==> src/rtl/mem_port_arbiter.sv <==
// Two-requester (CPU/GPU) arbiter for a single-port synchronous memory.
// GPU has priority; a starvation counter bounds how long a waiting CPU can be held off.
module mem_port_arbiter #(
  parameter int ADDR_W    = 16,
  parameter int DATA_W    = 16,
  parameter int GPU_BURST = 4
) (
  input  logic              clock,
  input  logic              reset,
  input  logic              cpu_req,
  input  logic              cpu_we,
  input  logic [ADDR_W-1:0] cpu_addr,
  input  logic [DATA_W-1:0] cpu_wdata,
  output logic              cpu_gnt,
  output logic              cpu_rvalid,
  output logic [DATA_W-1:0] cpu_rdata,
  input  logic              gpu_req,
  input  logic              gpu_we,
  input  logic [ADDR_W-1:0] gpu_addr,
  input  logic [DATA_W-1:0] gpu_wdata,
  output logic              gpu_gnt,
  output logic              gpu_rvalid,
  output logic [DATA_W-1:0] gpu_rdata,
  output logic [ADDR_W-1:0] mem_addr,
  output logic [DATA_W-1:0] mem_wdata,
  output logic              mem_we,
  input  logic [DATA_W-1:0] mem_rdata
);

  localparam int CNT_W = (GPU_BURST < 1) ? 1 : $clog2(GPU_BURST + 1);
  localparam logic [CNT_W-1:0] BURST_MAX = CNT_W'(GPU_BURST);

  logic             cpu_elig, gpu_elig;
  logic             cpu_win, gpu_win;
  logic [CNT_W-1:0] starve_cnt, starve_nxt;
  logic             rd_vld_p1, rd_gpu_p1;
  logic [DATA_W-1:0] cpu_rdata_hold, gpu_rdata_hold;

  // A requester in its acknowledge cycle is not eligible, which forces alternation under contention.
  always_comb begin
    cpu_elig   = cpu_req & ~cpu_gnt;
    gpu_elig   = gpu_req & ~gpu_gnt;
    gpu_win    = gpu_elig & ~(cpu_elig & (starve_cnt == BURST_MAX));
    cpu_win    = cpu_elig & ~gpu_win;
    starve_nxt = starve_cnt;
    if (!cpu_req || cpu_win)
      starve_nxt = '0;
    else if (gpu_win && (starve_cnt != BURST_MAX))
      starve_nxt = starve_cnt + CNT_W'(1);
  end

  // Stage p1: grant, memory command and read tag; stage p2: rvalid aligned with mem_rdata.
  always_ff @(posedge clock or negedge reset) begin
    if (!reset) begin
      cpu_gnt    <= 1'b0;
      gpu_gnt    <= 1'b0;
      starve_cnt <= '0;
      mem_we     <= 1'b0;
      mem_addr   <= '0;
      mem_wdata  <= '0;
      rd_vld_p1  <= 1'b0;
      rd_gpu_p1  <= 1'b0;
      cpu_rvalid <= 1'b0;
      gpu_rvalid <= 1'b0;
    end else begin
      cpu_gnt    <= cpu_win;
      gpu_gnt    <= gpu_win;
      starve_cnt <= starve_nxt;
      mem_we     <= 1'b0;
      if (gpu_win) begin
        mem_addr  <= gpu_addr;
        mem_wdata <= gpu_wdata;
        mem_we    <= gpu_we;
      end else if (cpu_win) begin
        mem_addr  <= cpu_addr;
        mem_wdata <= cpu_wdata;
        mem_we    <= cpu_we;
      end
      rd_vld_p1  <= (gpu_win & ~gpu_we) | (cpu_win & ~cpu_we);
      rd_gpu_p1  <= gpu_win;
      cpu_rvalid <= rd_vld_p1 & ~rd_gpu_p1;
      gpu_rvalid <= rd_vld_p1 & rd_gpu_p1;
    end
  end

  // Non-target rdata keeps the last word delivered to that requester.
  always_ff @(posedge clock) begin
    if (cpu_rvalid) cpu_rdata_hold <= mem_rdata;
    if (gpu_rvalid) gpu_rdata_hold <= mem_rdata;
  end

  assign cpu_rdata = cpu_rvalid ? mem_rdata : cpu_rdata_hold;
  assign gpu_rdata = gpu_rvalid ? mem_rdata : gpu_rdata_hold;

endmodule
==> config.mk <==
export PLATFORM = sky130hd
export DESIGN_NAME = mem_port_arbiter
export DESIGN_NICKNAME = d
export VERILOG_FILES = /design/src/rtl/mem_port_arbiter.sv
export SDC_FILE = /design/constraint.sdc
export NUM_CORES = 1
export LEC_CHECK = 0
export BUFFER_PORTS_ARGS = -buffer_cell sky130_fd_sc_hd__buf_2
export CORE_UTILIZATION = 47
export DETAILED_ROUTE_END_ITERATION = 8
export GPL_ROUTABILITY_DRIVEN = 0
export PLACE_DENSITY = 0.8
export SYNTH_ARGS = -nofsm -noshare
export SYNTH_HDL_FRONTEND = slang
export SYNTH_SLANG_ARGS = --single-unit
==> constraint.sdc <==
create_clock -name clock -period 2.2 [get_ports clock]
set_input_delay 0.11 -clock clock [delete_from_list [all_inputs] [get_ports clock]]
set_output_delay 0.11 -clock clock [all_outputs]
set_load 0.03 [all_outputs]
==> results of run 1 <==
-- cell usage in the layout, fill, tap and decap left out, types with 2 or more instances in the layout --
cell type | Yosys | routed
inv_1 | 3 | 3
ha_1 | 2 | 2
buf_2 | 8 | 154
and3_1 | 32 | 32
nand2_2 | 2 | 2
nand3_1 | 2 | 2
and2_1 | 2 | 2
buf_12 | 0 | 2
or3_1 | 34 | 34
inv_6 | 0 | 3
a21oi_1 | 4 | 4
dfrtp_1 | 41 | 41
buf_4 | 2 | 5
a211o_1 | 32 | 32
o211ai_1 | 2 | 2
dlygate4sd3_1 | 0 | 3
mux2_2 | 32 | 32
dfxtp_1 | 32 | 32
a31o_1 | 32 | 32
clkbuf_8 | 0 | 9
-- layer usage --
layer  global-route usage [%]  wire length, µm  vias to the layer above
met3                    8.190              771                        8
met4                    6.364               76                        0
met2                    38.96             4152                      143
met5                        0                0                        -
li1                         -                -                     1393
met1                    29.96             3702                     1414
-- cell type report --
| class | count | share of cell area [%] |
|---|---|---|
| clock buffers | 10 | 3.396 |
| flip-flops and latches | 73 | 38.01 |
| clock inverters | 6 | 1.027 |
| well taps | 96 | 2.740 |
| inverters | 3 | 0.2568 |
| multi-input cells | 186 | 34.53 |
| repair buffers | 164 | 20.03 |
-- worst max-delay path: stages (launching register included) --
cell,delay (ps)
dfrtp_1,800
mux2_2,430
buf_2,180
-- state kept, by name, indices dropped and copies added (netlist names), 3 cells and up --
| register | cells |
|---|---|
| mem_addr | 16 |
| starve_cnt | 3 |
| cpu_rdata_hold | 16 |
| mem_wdata | 16 |
| gpu_rdata_hold | 16 |
-- power breakdown --
group,internal [mW],total [mW],switching [mW]
Clock,0.489,1.03,0.539
Sequential,1.60,1.70,0.102
Combinational,0.513,1.40,0.891
-- kinds of logic (layout without fill, tap and decap cells) --
logic type / after synthesis / in the layout
and+or+nand+nor: 78 / 78
AOI/OAI and AO/OA: 74 / 74
DFF: 73 / 73
buffers and inverters: 34 / 183
muxes: 32 / 32
adders and majority gates: 2 / 2
-- metrics by stage --
stage	hold WS [ps]	setup WS, ps
finish	15.10	324.0
global route	3.869	238.0
CTS	3.062	290.2
detailed placement	177.1	479.6
global placement	171.3	547.3
floorplan	-185.6	581.6
-- path summary, 6_finish.rpt --
check                      cells past startpoint              start                 end  slack (ps)
setup reg to reg                               6      starve_cnt[0]         mem_addr[6]         460
min in group asynchronous                      2              reset         mem_addr[4]         330
setup / recovery                               2         gpu_rvalid        gpu_rdata[0]         320
max in group asynchronous                      3              reset        mem_wdata[6]        1280
hold reg to reg                                1  gpu_rdata_hold[7]   gpu_rdata_hold[7]         470
hold / removal                                 2      mem_rdata[10]  gpu_rdata_hold[10]          20
-- repair_timing --
item                                    in CTS  in global routing
endpoints found under the hold margin       29                  0
hold buffers                                 3                  0
resized for setup                            0                  0
endpoints found under the setup margin       0                  0
==> impl_metrics.prom, run 1 <==
# TYPE chip_impl_metric gauge
chip_impl_info{name="run_status",value="finished, final reports clean"} 1
chip_impl_metric{name="clock_insertion_delay_worst_skew",unit="ps"} 340
chip_impl_metric{name="netlist.area_leader.share",unit="%"} 30.69
chip_impl_metric{name="cts_buffers",unit=""} 9
chip_impl_metric{name="fill_cells",unit=""} 604
chip_impl_metric{name="grt_antenna_before_repair",unit=""} 0
chip_impl_metric{name="final_cells",unit=""} 538
chip_impl_metric{name="relSlewSlack",unit="%"} 53.17
chip_impl_metric{name="ff_latch_area",unit="µm²"} 1667
chip_impl_metric{name="post_synth_instance_area",unit="µm²"} 3343
chip_impl_info{name="timing.setup.critical_path_class",value="reg2out"} 1
chip_impl_metric{name="dr_total_vias",unit=""} 2958
chip_impl_metric{name="drt_iter0_drc",unit=""} 119
chip_impl_metric{name="grt_pass1_vias",unit=""} 2823
chip_impl_metric{name="pin_count",unit=""} 155
chip_impl_metric{name="placedCellCount",unit=""} 519
chip_impl_metric{name="route.final.wire_length",unit="µm"} 8702
chip_impl_metric{name="synth_edf_count",unit=""} 0
chip_impl_metric{name="ratio_of_routed_vias_to_standard_cells",unit=""} 5.498
chip_impl_metric{name="die_height",unit="µm"} 86.34
chip_impl_metric{name="avgRoutedWirePerCell",unit="µm"} 16.17
chip_impl_info{name="ranking_of_synthesized_cells_by_area",value="dfrtp_1, dfxtp_1, mux2_2"} 1
chip_impl_metric{name="dpl.hpwl",unit="µm"} 5881
chip_impl_info{name="synthTopCellsByCount",value="dfrtp_1, or3_1"} 1
chip_impl_metric{name="fin_crit",unit="ps"} 1876
chip_impl_metric{name="synth_xor_xnor_area_share",unit="%"} 0
chip_impl_metric{name="synth_fp_nets",unit=""} 381
chip_impl_info{name="cts_tree",value="built"} 1
chip_impl_metric{name="grt.total_usage",unit="%"} 23.75
chip_impl_info{name="cp-end-kind",value="output pin"} 1
chip_impl_metric{name="setup_tns",unit="ps"} 0
chip_impl_metric{name="finalSetupViolCount",unit=""} 0
chip_impl_metric{name="timing.final.max_slew_violations",unit=""} 0
chip_impl_metric{name="critical_path.max_fanout",unit=""} 17
chip_impl_metric{name="timing.critical_path.required",unit="ps"} 2090
chip_impl_info{name="startpoint_type_of_the_worst_setup_path",value="register"} 1
chip_impl_metric{name="diodes",unit=""} 0
chip_impl_metric{name="post-route-drc-count",unit=""} 0
chip_impl_metric{name="cts-root-to-sink-buffers",unit=""} 2
chip_impl_metric{name="design.die.area",unit="µm²"} 7455
chip_impl_metric{name="fin_area",unit="µm²"} 4384
chip_impl_metric{name="worst-slew-pin-transition",unit="ps"} 702.5
chip_impl_metric{name="grt_pass1_wl",unit="µm"} 13740
chip_impl_metric{name="nets",unit=""} 525
chip_impl_metric{name="post_synth_mux_area_share",unit="%"} 10.78
chip_impl_metric{name="synth_fa_ha_area_share",unit="%"} 0.7485
chip_impl_metric{name="synthesis.instances",unit=""} 293
chip_impl_metric{name="synth_seq_area_share",unit="%"} 49.85
chip_impl_metric{name="antenna_violating_nets_post_route",unit=""} 0
chip_impl_metric{name="postCtsSetupBuffers",unit=""} 0
chip_impl_metric{name="synth_cell_type_count",unit=""} 28
chip_impl_info{name="synth_top_family_by_area",value="compound AO/OA/AOI/OAI gates"} 1
chip_impl_metric{name="clkTransAtPathRegs",unit="ps"} 80
chip_impl_metric{name="ratio_of_cells_with_drive_above_1_in_the_final_layout",unit="%"} 48.64
chip_impl_info{name="cts-root-buf",value="clkbuf_8"} 1
chip_impl_metric{name="timing.clock.skew",unit="ps"} 6.857
chip_impl_metric{name="period_share",unit="%"} 85.27
chip_impl_info{name="synth_top_flop_cell",value="dfrtp_1"} 1
chip_impl_metric{name="layout-area-overhead-vs-synth",unit="%"} 31.14
chip_impl_metric{name="postSynthRegisterBits",unit=""} 73
chip_impl_metric{name="row_count",unit=""} 30
chip_impl_info{name="hp-class",value="in2reg"} 1
chip_impl_metric{name="port-buffer-count",unit=""} 154
chip_impl_info{name="yosysTopAreaCell",value="dfrtp_1"} 1
chip_impl_metric{name="place_area",unit="µm²"} 4160
chip_impl_metric{name="finish.utilization",unit="%"} 64.18
chip_impl_metric{name="report.power.total",unit="mW"} 4.130
chip_impl_metric{name="grt-ovfl-total",unit=""} 0
chip_impl_metric{name="clock-sinks",unit=""} 73
chip_impl_metric{name="dieWidth",unit="µm"} 86.34
chip_impl_metric{name="achievable-frequency",unit="MHz"} 533.0
chip_impl_metric{name="post_synthesis_compound_gate_area_fraction",unit="%"} 18.71
chip_impl_metric{name="clock_tree.htree_level_count",unit=""} 3
chip_impl_info{name="rsz0062_at_grt",value="no"} 1
chip_impl_metric{name="syn-mean-instance-area",unit="µm²"} 11.41
chip_impl_metric{name="initial_core_util",unit="%"} 48.94
chip_impl_metric{name="multi_input_comb_area",unit="µm²"} 1514
chip_impl_info{name="cell_with_the_most_instances_after_synthesis",value="dfrtp_1"} 1
chip_impl_metric{name="yosysWarningCount",unit=""} 0
chip_impl_metric{name="synthSimpleGateAreaFrac",unit="%"} 14.90
chip_impl_metric{name="power.density",unit="nW/µm²"} 942.0
chip_impl_metric{name="floorplan.core_area",unit="µm²"} 6832
chip_impl_metric{name="largest_vdd_supply_drop",unit="mV"} 0.4510
chip_impl_metric{name="cap_violations",unit=""} 0
chip_impl_metric{name="cp.arrival",unit="ps"} 1770
chip_impl_metric{name="ys_async_sr_fraction",unit="%"} 56.16
chip_impl_metric{name="pin_count_of_the_biggest_net_entering_global_routing",unit=""} 72
chip_impl_metric{name="final-hold-violation-count",unit=""} 0
chip_impl_metric{name="firstDrtPassIters",unit=""} 4
chip_impl_metric{name="power.leakage",unit="nW"} 2.078
(Power assumes the default switching activity.)
==> run 2, diff against run 1 <==
--- a/config.mk
+++ b/config.mk
@@ -5,6 +5,7 @@
 export SDC_FILE = /design/constraint.sdc
 export NUM_CORES = 1
 export LEC_CHECK = 0
+export ABC_AREA = 1
 export BUFFER_PORTS_ARGS = -buffer_cell sky130_fd_sc_hd__buf_2
 export CORE_UTILIZATION = 47
 export DETAILED_ROUTE_END_ITERATION = 8
==> impl_metrics.prom, run 2 <==
# TYPE chip_impl_metric gauge
chip_impl_metric{name="power.leakage",unit="nW"} 2.470
chip_impl_metric{name="ratio_of_cells_with_drive_above_1_in_the_final_layout",unit="%"} 39.38
chip_impl_info{name="crit-reg2reg-capture",value="mem_wdata[15]"} 1
chip_impl_metric{name="sum_of_buffers_and_inverters_on_the_critical_path",unit=""} 1
chip_impl_metric{name="clkTransAtPathRegs",unit="ps"} 80
chip_impl_metric{name="period_share",unit="%"} 84.10
chip_impl_metric{name="syn-mean-instance-area",unit="µm²"} 8.714
chip_impl_metric{name="cts-root-to-sink-buffers",unit=""} 2
chip_impl_info{name="hp-class",value="in2reg"} 1
chip_impl_metric{name="pre_cts_ws",unit="ps"} 557.7
chip_impl_info{name="reg2reg_from",value="starve_cnt[0]"} 1
chip_impl_metric{name="timing.final.max_slew_violations",unit=""} 0
chip_impl_metric{name="pin_count_of_the_biggest_net_entering_global_routing",unit=""} 42
chip_impl_metric{name="post_synth_instance_area",unit="µm²"} 3416
chip_impl_metric{name="grt-ovfl-total",unit=""} 0
chip_impl_info{name="yosysTopAreaCell",value="dfrtp_1"} 1
chip_impl_info{name="cp-end-kind",value="output pin"} 1
chip_impl_metric{name="dpl.hpwl",unit="µm"} 5811
chip_impl_metric{name="timing.clock.skew",unit="ps"} 10.07
chip_impl_metric{name="postCtsSetupBuffers",unit=""} 0
chip_impl_metric{name="achievable-frequency",unit="MHz"} 540.5
chip_impl_metric{name="rr_worst_depth",unit=""} 8
chip_impl_info{name="startpoint_type_of_the_worst_setup_path",value="register"} 1
chip_impl_metric{name="pin_count",unit=""} 155
chip_impl_metric{name="yosysWarningCount",unit=""} 0
chip_impl_metric{name="cp.arrival",unit="ps"} 1740
chip_impl_info{name="leading_cell_types_in_the_layout_fill_and_taps_excluded",value="buf_2, nand3_1, inv_1, nand2_1, dfrtp_1"} 1
chip_impl_metric{name="grt_pass1_wl",unit="µm"} 12660
chip_impl_metric{name="grt_pass1_vias",unit=""} 2870
chip_impl_info{name="cts-root-buf",value="clkbuf_8"} 1
chip_impl_metric{name="synth_cell_type_count",unit=""} 21
chip_impl_metric{name="postSynthRegisterBits",unit=""} 73
chip_impl_metric{name="dieWidth",unit="µm"} 87.25
chip_impl_metric{name="worst-slew-pin-transition",unit="ps"} 946.9
chip_impl_info{name="layout_commonest_cell",value="buf_2"} 1
chip_impl_metric{name="finalSetupViolCount",unit=""} 0
chip_impl_info{name="timing.critical_path.cells",value="mux2_2 -> buf_2"} 1
chip_impl_info{name="synthTopCellsByCount",value="nand3_1, inv_1, nand2_1"} 1
chip_impl_metric{name="layout-area-overhead-vs-synth",unit="%"} 28.21
chip_impl_info{name="rsz0062_at_grt",value="no"} 1
chip_impl_metric{name="nets",unit=""} 629
chip_impl_metric{name="synth_seq_area_share",unit="%"} 48.79
chip_impl_metric{name="final-hold-violation-count",unit=""} 0
chip_impl_metric{name="synthesis.instances",unit=""} 392
chip_impl_info{name="synth_top_flop_cell",value="dfrtp_1"} 1
chip_impl_metric{name="ratio_of_routed_vias_to_standard_cells",unit=""} 4.804
chip_impl_metric{name="cts_buffers",unit=""} 9
chip_impl_metric{name="drt_iter0_drc",unit=""} 139
chip_impl_info{name="cell_with_the_most_instances_after_synthesis",value="nand3_1"} 1
chip_impl_info{name="cts_tree",value="built"} 1
chip_impl_metric{name="cp_slowest_stage_delay",unit="ps"} 790
chip_impl_info{name="worstSetupStartpoint",value="cpu_rvalid"} 1
chip_impl_metric{name="place_area",unit="µm²"} 4139
chip_impl_metric{name="synth_fp_nets",unit=""} 480
chip_impl_metric{name="worstSetupPathDepth",unit=""} 2
chip_impl_metric{name="power.density",unit="nW/µm²"} 954.1
chip_impl_info{name="ranking_of_synthesized_cells_by_area",value="dfrtp_1, dfxtp_1, nand3_1"} 1
chip_impl_metric{name="grt_antenna_before_repair",unit=""} 0
chip_impl_metric{name="die_height",unit="µm"} 87.25
chip_impl_info{name="path_delay_family",value="flip-flops"} 1
chip_impl_metric{name="largest_vdd_supply_drop",unit="mV"} 0.4948
chip_impl_metric{name="cap_violations",unit=""} 0
chip_impl_info{name="timing.critical_path.slowest_stage_cell",value="dfrtp_1"} 1
chip_impl_metric{name="fill_cells",unit=""} 628
chip_impl_metric{name="r2r_setup_slack",unit="ps"} 530
chip_impl_metric{name="netlist.area_leader.share",unit="%"} 30.04
chip_impl_metric{name="worst_hold_slack",unit="ps"} 21.74
chip_impl_metric{name="report.power.total",unit="mW"} 4.178
chip_impl_metric{name="initial_core_util",unit="%"} 49.46
chip_impl_metric{name="design.die.area",unit="µm²"} 7613
chip_impl_metric{name="route.final.wire_length",unit="µm"} 8111
chip_impl_metric{name="post-route-drc-count",unit=""} 0
chip_impl_metric{name="clock_tree.htree_level_count",unit=""} 3
chip_impl_metric{name="dr_total_vias",unit=""} 3084
chip_impl_metric{name="clock-sinks",unit=""} 73
chip_impl_metric{name="diodes",unit=""} 0
chip_impl_metric{name="setup_tns",unit="ps"} 0
chip_impl_metric{name="timing.critical_path.required",unit="ps"} 2090
chip_impl_metric{name="synth_edf_count",unit=""} 0
chip_impl_info{name="run_status",value="finished, final reports clean"} 1
chip_impl_metric{name="fin_area",unit="µm²"} 4379
chip_impl_metric{name="grt.total_usage",unit="%"} 21.72
chip_impl_metric{name="relSlewSlack",unit="%"} 36.88
chip_impl_info{name="endpoint",value="cpu_rdata[11]"} 1
chip_impl_info{name="timing.setup.critical_path_class",value="reg2out"} 1
chip_impl_metric{name="row_count",unit=""} 30
chip_impl_metric{name="firstDrtPassIters",unit=""} 4
chip_impl_metric{name="critical_path.max_fanout",unit=""} 17
chip_impl_metric{name="setup_slack",unit="ps"} 349.8
chip_impl_metric{name="port-buffer-count",unit=""} 154
chip_impl_metric{name="antenna_violating_nets_post_route",unit=""} 0
chip_impl_metric{name="floorplan.core_area",unit="µm²"} 6907
chip_impl_metric{name="avgRoutedWirePerCell",unit="µm"} 12.63
chip_impl_metric{name="ys_async_sr_fraction",unit="%"} 56.16
chip_impl_metric{name="fin_crit",unit="ps"} 1850
chip_impl_metric{name="clock_insertion_delay_worst_skew",unit="ps"} 340
[run 2: final cells by class]
class / count / area, µm² / share of cell area [%]
repair buffers: 160 / 838.3 / 19.14
flip-flops and latches: 73 / 1667 / 38.06
multi-input cells: 219 / 1256 / 28.69
clock buffers: 9 / 123.9 / 2.829
inverters: 78 / 297.8 / 6.800
clock inverters: 7 / 76.32 / 1.743
well taps: 96 / 120.1 / 2.743
[run 2: per-stage QoR]
| stage | cells | util (%) |
|---|---|---|
| floorplan | 392 | - |
| global placement | 622 | 59.93 |
| detailed placement | 622 | 59.93 |
| CTS | 642 | 63.41 |
| global route | 642 | 63.41 |
| finish | 642 | 63.41 |
[run 2: worst reg2reg max path, delay by kind of cell (launching register included)]
| family | cells | cell delay (ps) |
|---|---|---|
| fa+ha+maj | 1 | 200 |
| simple gates | 5 | 670 |
| flops | 1 | 400 |
| buf+inv | 2 | 350 |
[run 2: cells by family (layout without fill, tap and decap cells)]
logic type / count (synthesis) / after routing / synth area share, %
AO/OA/AOI/OAI: 3 / 3 / 0.4394
flip-flops: 73 / 73 / 48.79
AND/OR/NAND/NOR: 181 / 181 / 24.80
adder cells (fa/ha/maj): 2 / 2 / 0.7325
XOR/XNOR: 1 / 1 / 0.2565
multiplexers: 32 / 32 / 10.55
buffers and inverters: 100 / 254 / 14.43
[run 2: worst min-delay path by stage]
stage / from / cells past startpoint / to
after global placement: reset / 1 / mem_addr[13]
after detailed placement: reset / 1 / mem_addr[14]
after CTS: mem_rdata[4] / 2 / cpu_rdata_hold[4]
after global routing: mem_rdata[4] / 2 / cpu_rdata_hold[4]
after floorplan: reset / 0 / cpu_gnt
final: mem_rdata[4] / 2 / cpu_rdata_hold[4]
[run 2: where the power goes]
group / switching, mW / internal, mW / total [mW] / leakage, nW
Sequential: 0.112 / 1.60 / 1.71 / 0.752
Clock: 0.525 / 0.534 / 1.06 / 0.105
Combinational: 0.939 / 0.465 / 1.40 / 1.61
[run 2: what timing repair did]
item | 4_1_cts | 5_1_grt
hold buffers | 4 | 0
hold endpoints to repair | 46 | 0
gates resized for setup | 0 | 0
[run 2: routing by layer]
layer / vias up / global-route usage, % / share of wire [%]
met3: 10 / 6.540 / 8.8
li1: 1525 / - / -
met1: 1409 / 25.18 / 41
met2: 140 / 37.00 / 49
met4: 0 / 9.687 / 1.2
met5: - / 0 / 0
